### config.mk
export PLATFORM = sky130hd
export DESIGN_NAME = enum_record_serializer_flat
export DESIGN_NICKNAME = d
export VERILOG_FILES = /design/src/rtl/enum_record_serializer_if.sv /design/src/rtl/enum_record_serializer.sv /design/src/flat_wrapper.sv
export SDC_FILE = /design/constraint.sdc
export NUM_CORES = 1
export LEC_CHECK = 0
export CAP_MARGIN = 40
export CORE_AREA = 2 2 91 93
export DETAILED_ROUTE_END_ITERATION = 7
export DIE_AREA = 0 0 93 95
export GPL_TIMING_DRIVEN = 0
export PLACE_DENSITY = 0.84
export SYNTH_ARGS = -nofsm -noshare
export SYNTH_HDL_FRONTEND = slang
export SYNTH_SLANG_ARGS = --single-unit
### constraint.sdc
create_clock -name clk -period 1.7 [get_ports clk]
set_input_delay 0.17 -clock clk [delete_from_list [all_inputs] [get_ports clk]]
set_output_delay 0.17 -clock clk [all_outputs]
set_load 0.02 [all_outputs]
### src/rtl/enum_record_serializer_if.sv
// Record-in / beat-out stream bundle for enum_record_serializer.
// slave is the serializer's view; master is the producer/consumer environment.
interface enum_record_serializer_if #(
    parameter int FOO_W  = 32,
    parameter int BAR_W  = 32,
    parameter int KIND_W = 3,
    parameter int OUT_W  = 16
);
    logic              in_valid;
    logic              in_ready;
    logic [FOO_W-1:0]  in_foo;
    logic [BAR_W-1:0]  in_bar;
    logic [KIND_W-1:0] in_kind;
    logic              out_valid;
    logic              out_ready;
    logic [OUT_W-1:0]  out_data;
    logic              out_last;

    modport slave (
        input  in_valid, in_foo, in_bar, in_kind, out_ready,
        output in_ready, out_valid, out_data, out_last
    );

    modport master (
        output in_valid, in_foo, in_bar, in_kind, out_ready,
        input  in_ready, out_valid, out_data, out_last
    );
endinterface

### src/rtl/enum_record_serializer.sv
// Accepts {foo, bar, kind} records, drops and counts illegal kinds, and
// streams legal ones out as OUT_W-bit beats, LSB first.
//
// state   | meaning
// ST_IDLE | ready for a record; illegal kinds are counted here and dropped
// ST_SEND | presenting beat r_idx of the latched record
module enum_record_serializer #(
    parameter int FOO_W    = 32,
    parameter int BAR_W    = 32,
    parameter int KIND_W   = 3,
    parameter int KIND_MAX = 4,
    parameter int OUT_W    = 16,
    parameter int ERR_W    = 8
) (
    input  logic                    clk,
    input  logic                    rst_n,
    enum_record_serializer_if.slave bus,
    output logic [ERR_W-1:0]        err_count,
    output logic                    busy
);
    localparam int REC_W  = KIND_W + BAR_W + FOO_W;
    localparam int NBEATS = (REC_W + OUT_W - 1) / OUT_W;
    localparam int PAD_W  = NBEATS * OUT_W;
    localparam int IDX_W  = (NBEATS > 1) ? $clog2(NBEATS) : 1;
    localparam logic [IDX_W-1:0] LAST_M1 = IDX_W'((NBEATS > 1) ? NBEATS - 2 : 0);

    typedef enum logic {
        ST_IDLE,
        ST_SEND
    } state_t;

    state_t            r_state;
    logic [PAD_W-1:0]  r_shift;
    logic [IDX_W-1:0]  r_idx;
    logic              r_out_valid;
    logic              r_out_last;
    logic              r_in_ready;
    logic              r_busy;
    logic [ERR_W-1:0]  r_err;

    logic [PAD_W-1:0]  w_packed;
    logic              w_kind_ok;

    // Zero-extension fills the unused top bits of the final beat.
    assign w_packed  = PAD_W'({bus.in_kind, bus.in_bar, bus.in_foo});
    assign w_kind_ok = (32'(bus.in_kind) <= KIND_MAX);

    always_ff @(posedge clk or negedge rst_n) begin
        if (!rst_n) begin
            r_state     <= ST_IDLE;
            r_shift     <= '0;
            r_idx       <= '0;
            r_out_valid <= 1'b0;
            r_out_last  <= 1'b0;
            r_in_ready  <= 1'b1;
            r_busy      <= 1'b0;
            r_err       <= '0;
        end else begin
            case (r_state)
                ST_IDLE: begin
                    if (bus.in_valid) begin
                        if (w_kind_ok) begin
                            r_shift     <= w_packed;
                            r_idx       <= '0;
                            r_out_last  <= (NBEATS == 1);
                            r_out_valid <= 1'b1;
                            r_in_ready  <= 1'b0;
                            r_busy      <= 1'b1;
                            r_state     <= ST_SEND;
                        end else if (r_err != '1) begin
                            r_err <= r_err + 1'b1;
                        end
                    end
                end
                ST_SEND: begin
                    // The current beat always sits in the low OUT_W bits of r_shift.
                    if (bus.out_ready) begin
                        if (r_out_last) begin
                            r_shift     <= '0;
                            r_idx       <= '0;
                            r_out_last  <= 1'b0;
                            r_out_valid <= 1'b0;
                            r_in_ready  <= 1'b1;
                            r_busy      <= 1'b0;
                            r_state     <= ST_IDLE;
                        end else begin
                            r_shift    <= r_shift >> OUT_W;
                            r_idx      <= r_idx + 1'b1;
                            r_out_last <= (r_idx == LAST_M1);
                        end
                    end
                end
                default: r_state <= ST_IDLE;
            endcase
        end
    end

    assign bus.in_ready  = r_in_ready;
    assign bus.out_valid = r_out_valid;
    assign bus.out_data  = r_shift[OUT_W-1:0];
    assign bus.out_last  = r_out_last;
    assign err_count     = r_err;
    assign busy          = r_busy;
endmodule
### src/flat_wrapper.sv
// flat-port wrapper written by rule: the top's interface ports become plain ports
module enum_record_serializer_flat 
#(
    parameter int FOO_W    = 32,
    parameter int BAR_W    = 32,
    parameter int KIND_W   = 3,
    parameter int KIND_MAX = 4,
    parameter int OUT_W    = 16,
    parameter int ERR_W    = 8
)
  (clk, rst_n, err_count, busy, bus_in_valid, bus_in_foo, bus_in_bar, bus_in_kind, bus_out_ready, bus_in_ready, bus_out_valid, bus_out_data, bus_out_last);
  enum_record_serializer_if #(.FOO_W(FOO_W), .BAR_W(BAR_W), .KIND_W(KIND_W), .OUT_W(OUT_W)) bus_i ();
  input  logic clk;
  input  logic rst_n;
  output logic [ERR_W-1:0] err_count;
  output logic busy;
  input wire logic [$bits(bus_i.in_valid)-1:0] bus_in_valid;
  input wire logic [$bits(bus_i.in_foo)-1:0] bus_in_foo;
  input wire logic [$bits(bus_i.in_bar)-1:0] bus_in_bar;
  input wire logic [$bits(bus_i.in_kind)-1:0] bus_in_kind;
  input wire logic [$bits(bus_i.out_ready)-1:0] bus_out_ready;
  output wire logic [$bits(bus_i.in_ready)-1:0] bus_in_ready;
  output wire logic [$bits(bus_i.out_valid)-1:0] bus_out_valid;
  output wire logic [$bits(bus_i.out_data)-1:0] bus_out_data;
  output wire logic [$bits(bus_i.out_last)-1:0] bus_out_last;
  assign bus_i.in_valid = bus_in_valid;
  assign bus_i.in_foo = bus_in_foo;
  assign bus_i.in_bar = bus_in_bar;
  assign bus_i.in_kind = bus_in_kind;
  assign bus_i.out_ready = bus_out_ready;
  assign bus_in_ready = bus_i.in_ready;
  assign bus_out_valid = bus_i.out_valid;
  assign bus_out_data = bus_i.out_data;
  assign bus_out_last = bus_i.out_last;
  enum_record_serializer #(.FOO_W(FOO_W), .BAR_W(BAR_W), .KIND_W(KIND_W), .KIND_MAX(KIND_MAX), .OUT_W(OUT_W), .ERR_W(ERR_W)) u_core (.clk(clk), .rst_n(rst_n), .bus(bus_i), .err_count(err_count), .busy(busy));
endmodule
==> key figures, run 1 <==
Pwr
  • P_leak: about 2.2 nW
  • Power Dens Cells: between 1500 and 2000 mW/mm²
  • VDD IR max: 0.920 mV

Global route
  • Vias in the first global route: roughly 2900
  • Largest net degree at the start of global routing: 47
  • Tot GR Track Use: 20.5%
  • GRT overflow: 0
  • First-pass GRT wire length: ~14000 µm
  • Antenna violations before repair: 0

Layout
  • Area Growth Syn to Fin: 37.7%
  • N_diodes: 0
  • Final Cell Area: 0.00504 mm²
  • Fin nets: 531
  • Layout cells sized above 1: roughly 15%
  • Core Util, Final: 63.6%

Die
  • Die Area: 0.00884 mm²
  • Core box area: 0.00793 mm²
  • Row cnt: 33
  • Starting Density: a little under half
  • Die extent in x: 93 µm
  • Die height: 95 µm
  • # IOs: around 100

Critical path
  • WP buf/inv: 2
  • Critical Path Stages: 2
  • Worst setup SP type: flip-flop
  • Worst setup EP type: output pin
  • Crit-path max FO: 3
  • Crit path largest cell delay: just under 0.6 ns
  • Crit path cell chain: buf_4 -> clkdlybuf4s50_1
  • Crit path max-delay cell type: clkdlybuf4s50_1
  • CP Class: flip-flop to output pin
  • Worst Path Arrival: 1.43 ns
  • Worst R2R Path Depth: 6
  • CP top delay family: buffers and inverters
  • CP Data Required Time: 1.53 ns
  • FF-to-FF setup slack: 0.15 ns

STA
  • Number of setup violations in the final report: 0
  • Final hold slack: 0.307 ns
  • RSZ-0062 raised after global routing: no
  • Final Max Tran Viols: 0
  • Max Clock Skew: 0.00809 ns
  • Final WS setup: 0.0976 ns
  • Top achievable clock speed: 624 MHz
  • Final setup TNS: 0 ns
  • Worst Tran Pin Value: 0.532 ns
  • Final Cycle Share: 94.3%
  • Minimum clock period: 1.60 ns
  • Relative slew slack: 64.4%
  • Hold violation count in the final report: 0

Routing
  • DRT Pass-1 Iters: 4
  • Antenna-violating nets left: 0
  • DR vias: approximately 3000
  • Routed length per instance: 15.1 µm
  • DRT Wirelength: 8550 µm
  • Initial drt markers: 103
  • Via density: 5.29
  • DRC Markers: 0

Yosys
  • Area leader, netlist: dfrtp_1
  • Mux contribution to synthesized area: 1.95%
  • Most frequent cell after synthesis: nor2_1
  • Synth async-reset ratio: 100%
  • Top cell type's share of synthesized area: about 55%
  • Largest family of logic cells by synthesized area: compound AO/OA/AOI/OAI gates
  • Synth cell count leaders: nor2_1, dfrtp_1, a221oi_1
  • Sequential share of the synthesized area: 56.1%
  • Post-synthesis cell count: 346
  • Total nets after synthesis: 420
  • Synth Cell Area: 0.00366 mm²
  • Main synth FF type: dfrtp_1
  • Synth cell types: 36
  • Synth Register Bits: between 80 and 90
  • EDFF count, synth: 0
  • Synth warn: 0
  • Avg Cell Area, Syn: approximately 11 µm²
  • Synth Area in Simple Gates: 14.0%
  • Synth Area in Compound Gates: 19.0%
  • Synth Area in XOR/XNOR: less than 1%
  • Adder-Cell Fraction of Synth Area: between 1 and 1.5%
  • Top post-synthesis cells by area: dfrtp_1, a221oi_1, nor2_1

Clock network
  • CTS buffer count: 9
  • TritonCTS clock tree: built
  • Clk slew on worst S/H paths: ~0.08 ns
  • Clock root buffer: clkbuf_8
  • Clock Tree Buf Depth: 2
  • Number of H-tree levels: 3
  • Setup bufs post-CTS: 0
  • Clock insertion delay at the later pin of the skew report: 0.36 ns
  • Clk sinks: about 80

Placed design
  • I/O Buffers: 98
  • RD Place Congestion: roughly 0.82
  • Dpl ws: -0.210 ns
  • Post-DP HPWL: 6510 µm
  • Placed cell areas: 0.00479 mm²

Run status
  • Status: completed

Run
  • Max-Cap Viols: 0

Worst hold path
  • Hold crit path type: input port to asynchronous set/reset pin
-- cell type report --
type | count | area, µm²
Fill cell | 654 | 2880
Sequential cell | 82 | 2050
Multi-Input combinational cell | 219 | 1350
Timing Repair Buffer | 100 | 1010
Buffer | 41 | 259
Tap cell | 105 | 131
Clock buffer | 9 | 124
Clock inverter | 7 | 101
Inverter | 4 | 15.0
-- routing by layer --
metal	up-vias	routed length, µm	GRT usage [%]
li1	1458	-	-
met1	1413	3650	25.6
met2	111	4210	33.8
met3	15	532	6.23
met4	0	153	8.09
met5	-	0	0
-- cell usage in the layout, fill, tap and decap left out, types with 2 or more instances in the layout --
master / synthesis / routed
nor2_1: 96 / 96
a21oi_1: 2 / 2
ha_1: 3 / 3
a22o_1: 16 / 16
xnor2_1: 2 / 2
nand2_1: 16 / 16
o21ai_0: 3 / 3
dlymetal6s2s_1: 0 / 2
buf_2: 13 / 12
clkbuf_1: 7 / 4
mux2_1: 2 / 2
nand3_1: 6 / 6
clkdlybuf4s50_1: 0 / 95
o21ai_2: 1 / 2
clkinvlp_4: 0 / 2
clkinv_4: 0 / 2
and3_1: 2 / 2
mux2_2: 3 / 3
inv_1: 4 / 4
buf_4: 20 / 21
a221oi_1: 46 / 46
dfrtp_1: 81 / 80
clkbuf_8: 0 / 9
a21o_1: 2 / 2
nor3_2: 2 / 2
a22oi_1: 4 / 4
clkbuf_2: 0 / 3
bufinv_16: 0 / 2
-- per-stage QoR --
step / cells / power, mW
finish: 567 / 8.38
floorplan: 346 / 5.57
CTS: 567 / 8.42
global route: 567 / 8.96
detailed placement: 550 / 6.85
global placement: 549 / 6.68
-- flip-flops by register name, indices dropped and copies added (netlist names) --
register / count
u_core.bus.in_ready: 1
u_core.bus.out_valid: 1
u_core.r_idx: 3
u_core.r_state: 1
u_core.bus.out_last: 1
u_core.err_count: 8
u_core.r_shift: 67
-- worst reg2reg max path, cell delays in order, from the launching register on --
cell,delay (ns)
dfrtp_2,0.47
nand2_1,0.17
a21boi_4,0.31
buf_6,0.19
clkbuf_4,0.22
nand2_1,0.09
nand2_1,0.06
-- worst paths after layout --
kind                                      start                  end
max in group asynchronous                 rst_n   u_core.r_shift[32]
min in group clk                 bus_in_bar[31]   u_core.r_shift[63]
setup reg to reg                 u_core.r_state   u_core.r_shift[48]
setup / recovery           u_core.bus.out_valid                 busy
hold / removal                            rst_n   u_core.r_shift[65]
hold reg to reg             u_core.bus.in_ready  u_core.bus.in_ready
-- cells by family (layout without fill, tap and decap cells) --
kind of cell / Yosys count / after routing
mux: 6 / 6
flops: 82 / 82
fa+ha+maj: 3 / 3
compound gates: 82 / 82
xor+xnor: 3 / 3
buf+inv: 45 / 161
simple gates: 125 / 125
-- timing repair --
action | in CTS | in global routing
hold buffers | 1 | 0
gates resized for setup | 0 | 11
setup endpoints to repair | 0 | 37
endpoints found under the hold margin | 35 | 0
-- report_power, final --
group	switching [mW]	internal (mW)
Combinational	1.80	1.74
Sequential	0.509	2.77
Clock	0.729	0.836
Power figures use the tool's default switching activity.
==> run 2: changes to the inputs <==
==> constraint.sdc (replaced) <==
create_clock -name clk -period 1.7 [get_ports clk]
set_input_delay 0.17 -clock clk [delete_from_list [all_inputs] [get_ports clk]]
set_output_delay 0.17 -clock clk [all_outputs]
set_load 0.005 [all_outputs]
==> run 2 against run 1 <==
  * Highest routed layer unchanged
  * Via count is 0.10% higher
  * Clock power hardly changed
  * Critical path depth is 1 lower
==> key figures, run 2 (synthesized netlist as in run 1, its figures left out) <==
Run status
  • Status: completed

Clock network
  • Number of H-tree levels: 3 (unchanged)
  • Clock root buffer: clkbuf_8
  • Setup bufs post-CTS: 0 (unchanged)
  • Clk slew on worst S/H paths: 0.08 ns (about the same)
  • Clk sinks: 82 (unchanged)
  • Clock insertion delay at the later pin of the skew report: 0.36 ns (about the same)
  • TritonCTS clock tree: built
  • Clock Tree Buf Depth: 2 (unchanged)
  • CTS buffer count: 9 (unchanged)

STA
  • RSZ-0062 raised after global routing: no
  • Relative slew slack: 65.1% (+0.72 points)
  • Final Max Tran Viols: 0 (unchanged)
  • Final hold slack: 0.308 ns (+0.000403 ns)
  • Worst Tran Pin Value: 0.522 ns (-0.0108 ns)
  • Minimum clock period: 1.57 ns (-0.0332 ns)
  • Top achievable clock speed: 637 MHz (+2.1%)
  • Number of setup violations in the final report: 0 (unchanged)
  • Max Clock Skew: 0.00829 ns (+0.000206 ns)
  • Final Cycle Share: 92.3% (-2.0 points)
  • Hold violation count in the final report: 0 (unchanged)

Critical path
  • FF-to-FF setup slack: 0.14 ns (about the same)
  • CP Data Required Time: 1.53 ns (about the same)
  • Crit-path max FO: 7 (+4)
  • FF-to-FF End: u_core.r_shift[48]
  • Worst setup SP type: flip-flop
  • CP Class: flip-flop to output pin
  • Crit path launch: u_core.bus.out_last
  • WP buf/inv: 1 (-1)
  • Setup crit end: bus_out_last
  • CP top delay family: buffers and inverters
  • FF-to-FF Start: u_core.r_state
  • Worst R2R Path Depth: 6 (unchanged)
  • Critical Path Stages: 1 (-1)
  • Crit path max-delay cell type: clkdlybuf4s50_1
  • Crit path largest cell delay: 0.55 ns (-0.04 ns)
  • Worst setup EP type: output pin
  • Worst Path Arrival: 1.40 ns (-0.03 ns)
  • Crit path cell chain: clkdlybuf4s50_1

Die
  • Row cnt: 33 (unchanged)
  • Die height: 95 µm (unchanged)
  • Starting Density: 46.2% (unchanged)
  • Die extent in x: 93 µm (unchanged)
  • Core box area: 0.00793 mm² (unchanged)
  • Die Area: 0.00884 mm² (unchanged)
  • # IOs: 99 (unchanged)

Global route
  • Vias in the first global route: 2904 (unchanged)
  • Tot GR Track Use: 20.5% (unchanged)
  • Largest net degree at the start of global routing: 47 (unchanged)
  • First-pass GRT wire length: 13800 µm (unchanged)
  • GRT overflow: 0 (unchanged)
  • Antenna violations before repair: 0 (unchanged)

Layout
  • Final Cell Area: 0.00504 mm² (about the same)
  • N_diodes: 0 (unchanged)
  • Commonest non-fill, non-tap cell in the layout: clkdlybuf4s50_1
  • Commonest cells after routing, fill and taps aside: clkdlybuf4s50_1, nor2_1, dfrtp_1
  • Area Growth Syn to Fin: 37.6% (about the same)
  • Max reg flops: 67 (unchanged)
  • Fin nets: 531 (unchanged)
  • Reg with most FFs: u_core.r_shift
  • Layout cells sized above 1: 14.7% (unchanged)
  • Core Util, Final: 63.6% (about the same)
  • Fin cells: 567 (unchanged)

Placed design
  • I/O Buffers: 98 (unchanged)
  • Placed cell areas: 0.00479 mm² (unchanged)
  • RD Place Congestion: 0.824 (unchanged)
  • Dpl cells: 550 (unchanged)
  • Post-DP HPWL: 6510 µm (unchanged)

Routing
  • Routed length per instance: 15.1 µm (about the same)
  • Via density: 5.29 (+0.10%)
  • DRC Markers: 0 (unchanged)
  • DRT Wirelength: 8540 µm (about the same)
  • DRT Pass-1 Iters: 4 (unchanged)
  • DR vias: 3000 (+0.10%)
  • Antenna-violating nets left: 0 (unchanged)
  • Initial drt markers: 112 (+8.7%)

Pwr
  • VDD IR max: 0.797 mV (-13%)
  • Power Dens Cells: 1600 mW/mm² (-3.6%)
  • Pwr Total: 8.06 mW (-3.7%)
  • P_leak: 2.20 nW (-1.4%)

Run
  • Max-Cap Viols: 0 (unchanged)

Worst hold path
  • Hold crit path type: input port to asynchronous set/reset pin
==> run 2: cell types whose count changed in the layout (fill, tap and decap cells not counted), sizes merged <==
| cell | change |
|---|---|
| clkdlybuf4s50 | +2 |
| dlymetal6s2s | -2 |
==> run 2: power by group <==
part / internal (mW) / switching, mW / leakage, nW
combinational: 1.74 / 1.48 / 1.09
sequential: 2.77 / 0.511 / 1.00
clock: 0.836 / 0.731 / 0.106
total: 5.34 / 2.73 / 2.20
==> run 2: worst register-to-register path, cell delays in order (launching register included) <==
cell	delay (ns)
dfrtp_2	0.47
nand2_1	0.17
a21boi_4	0.31
buf_6	0.19
clkbuf_4	0.22
nand2_1	0.09
nand2_1	0.06
==> run 2: area by class of cell <==
class                           count  area [µm²]
Clock inverter                      7         101
Inverter                            4        15.0
Multi-Input combinational cell    219        1350
Buffer                             41         259
Timing Repair Buffer              100        1010
Fill cell                         654        2890
Clock buffer                        9         124
Tap cell                          105         131
Sequential cell                    82        2050
==> run 2: how the worst min path moves through the flow <==
stage	to	slack, ns	depth (start not counted)
after detailed placement	u_core.bus.out_valid	0.15	1
after global routing	u_core.bus.out_valid	0.33	2
final	u_core.r_shift[65]	0.31	2
after global placement	u_core.bus.in_ready	0.45	2
after CTS	u_core.r_shift[65]	0.31	2
after floorplan	u_core.bus.out_last	-0.13	0
==> run 2: routing by layer <==
metal  track usage (%)  part of all wire (%)
met1              25.6                    43
met2              33.8                    49
met3              6.23                   5.8
met4              8.09                   1.8
met5                 0                     0
==> run 2: timing repair <==
item                                    CTS  global route
endpoints found under the setup margin    0            35
hold buffers                              1             0
gates resized for setup                   0             9
hold endpoints to repair                 35             0
==> run 2: per-stage QoR <==
step	TNS, ns	setup slack, ns
4_1_cts	0	0.0919
3_3_place_gp	-188.21	-2.25
5_1_grt	0	0.0220
3_5_place_dp	-8.03	-0.210
2_1_floorplan	0	0.293
6_report	0	0.131
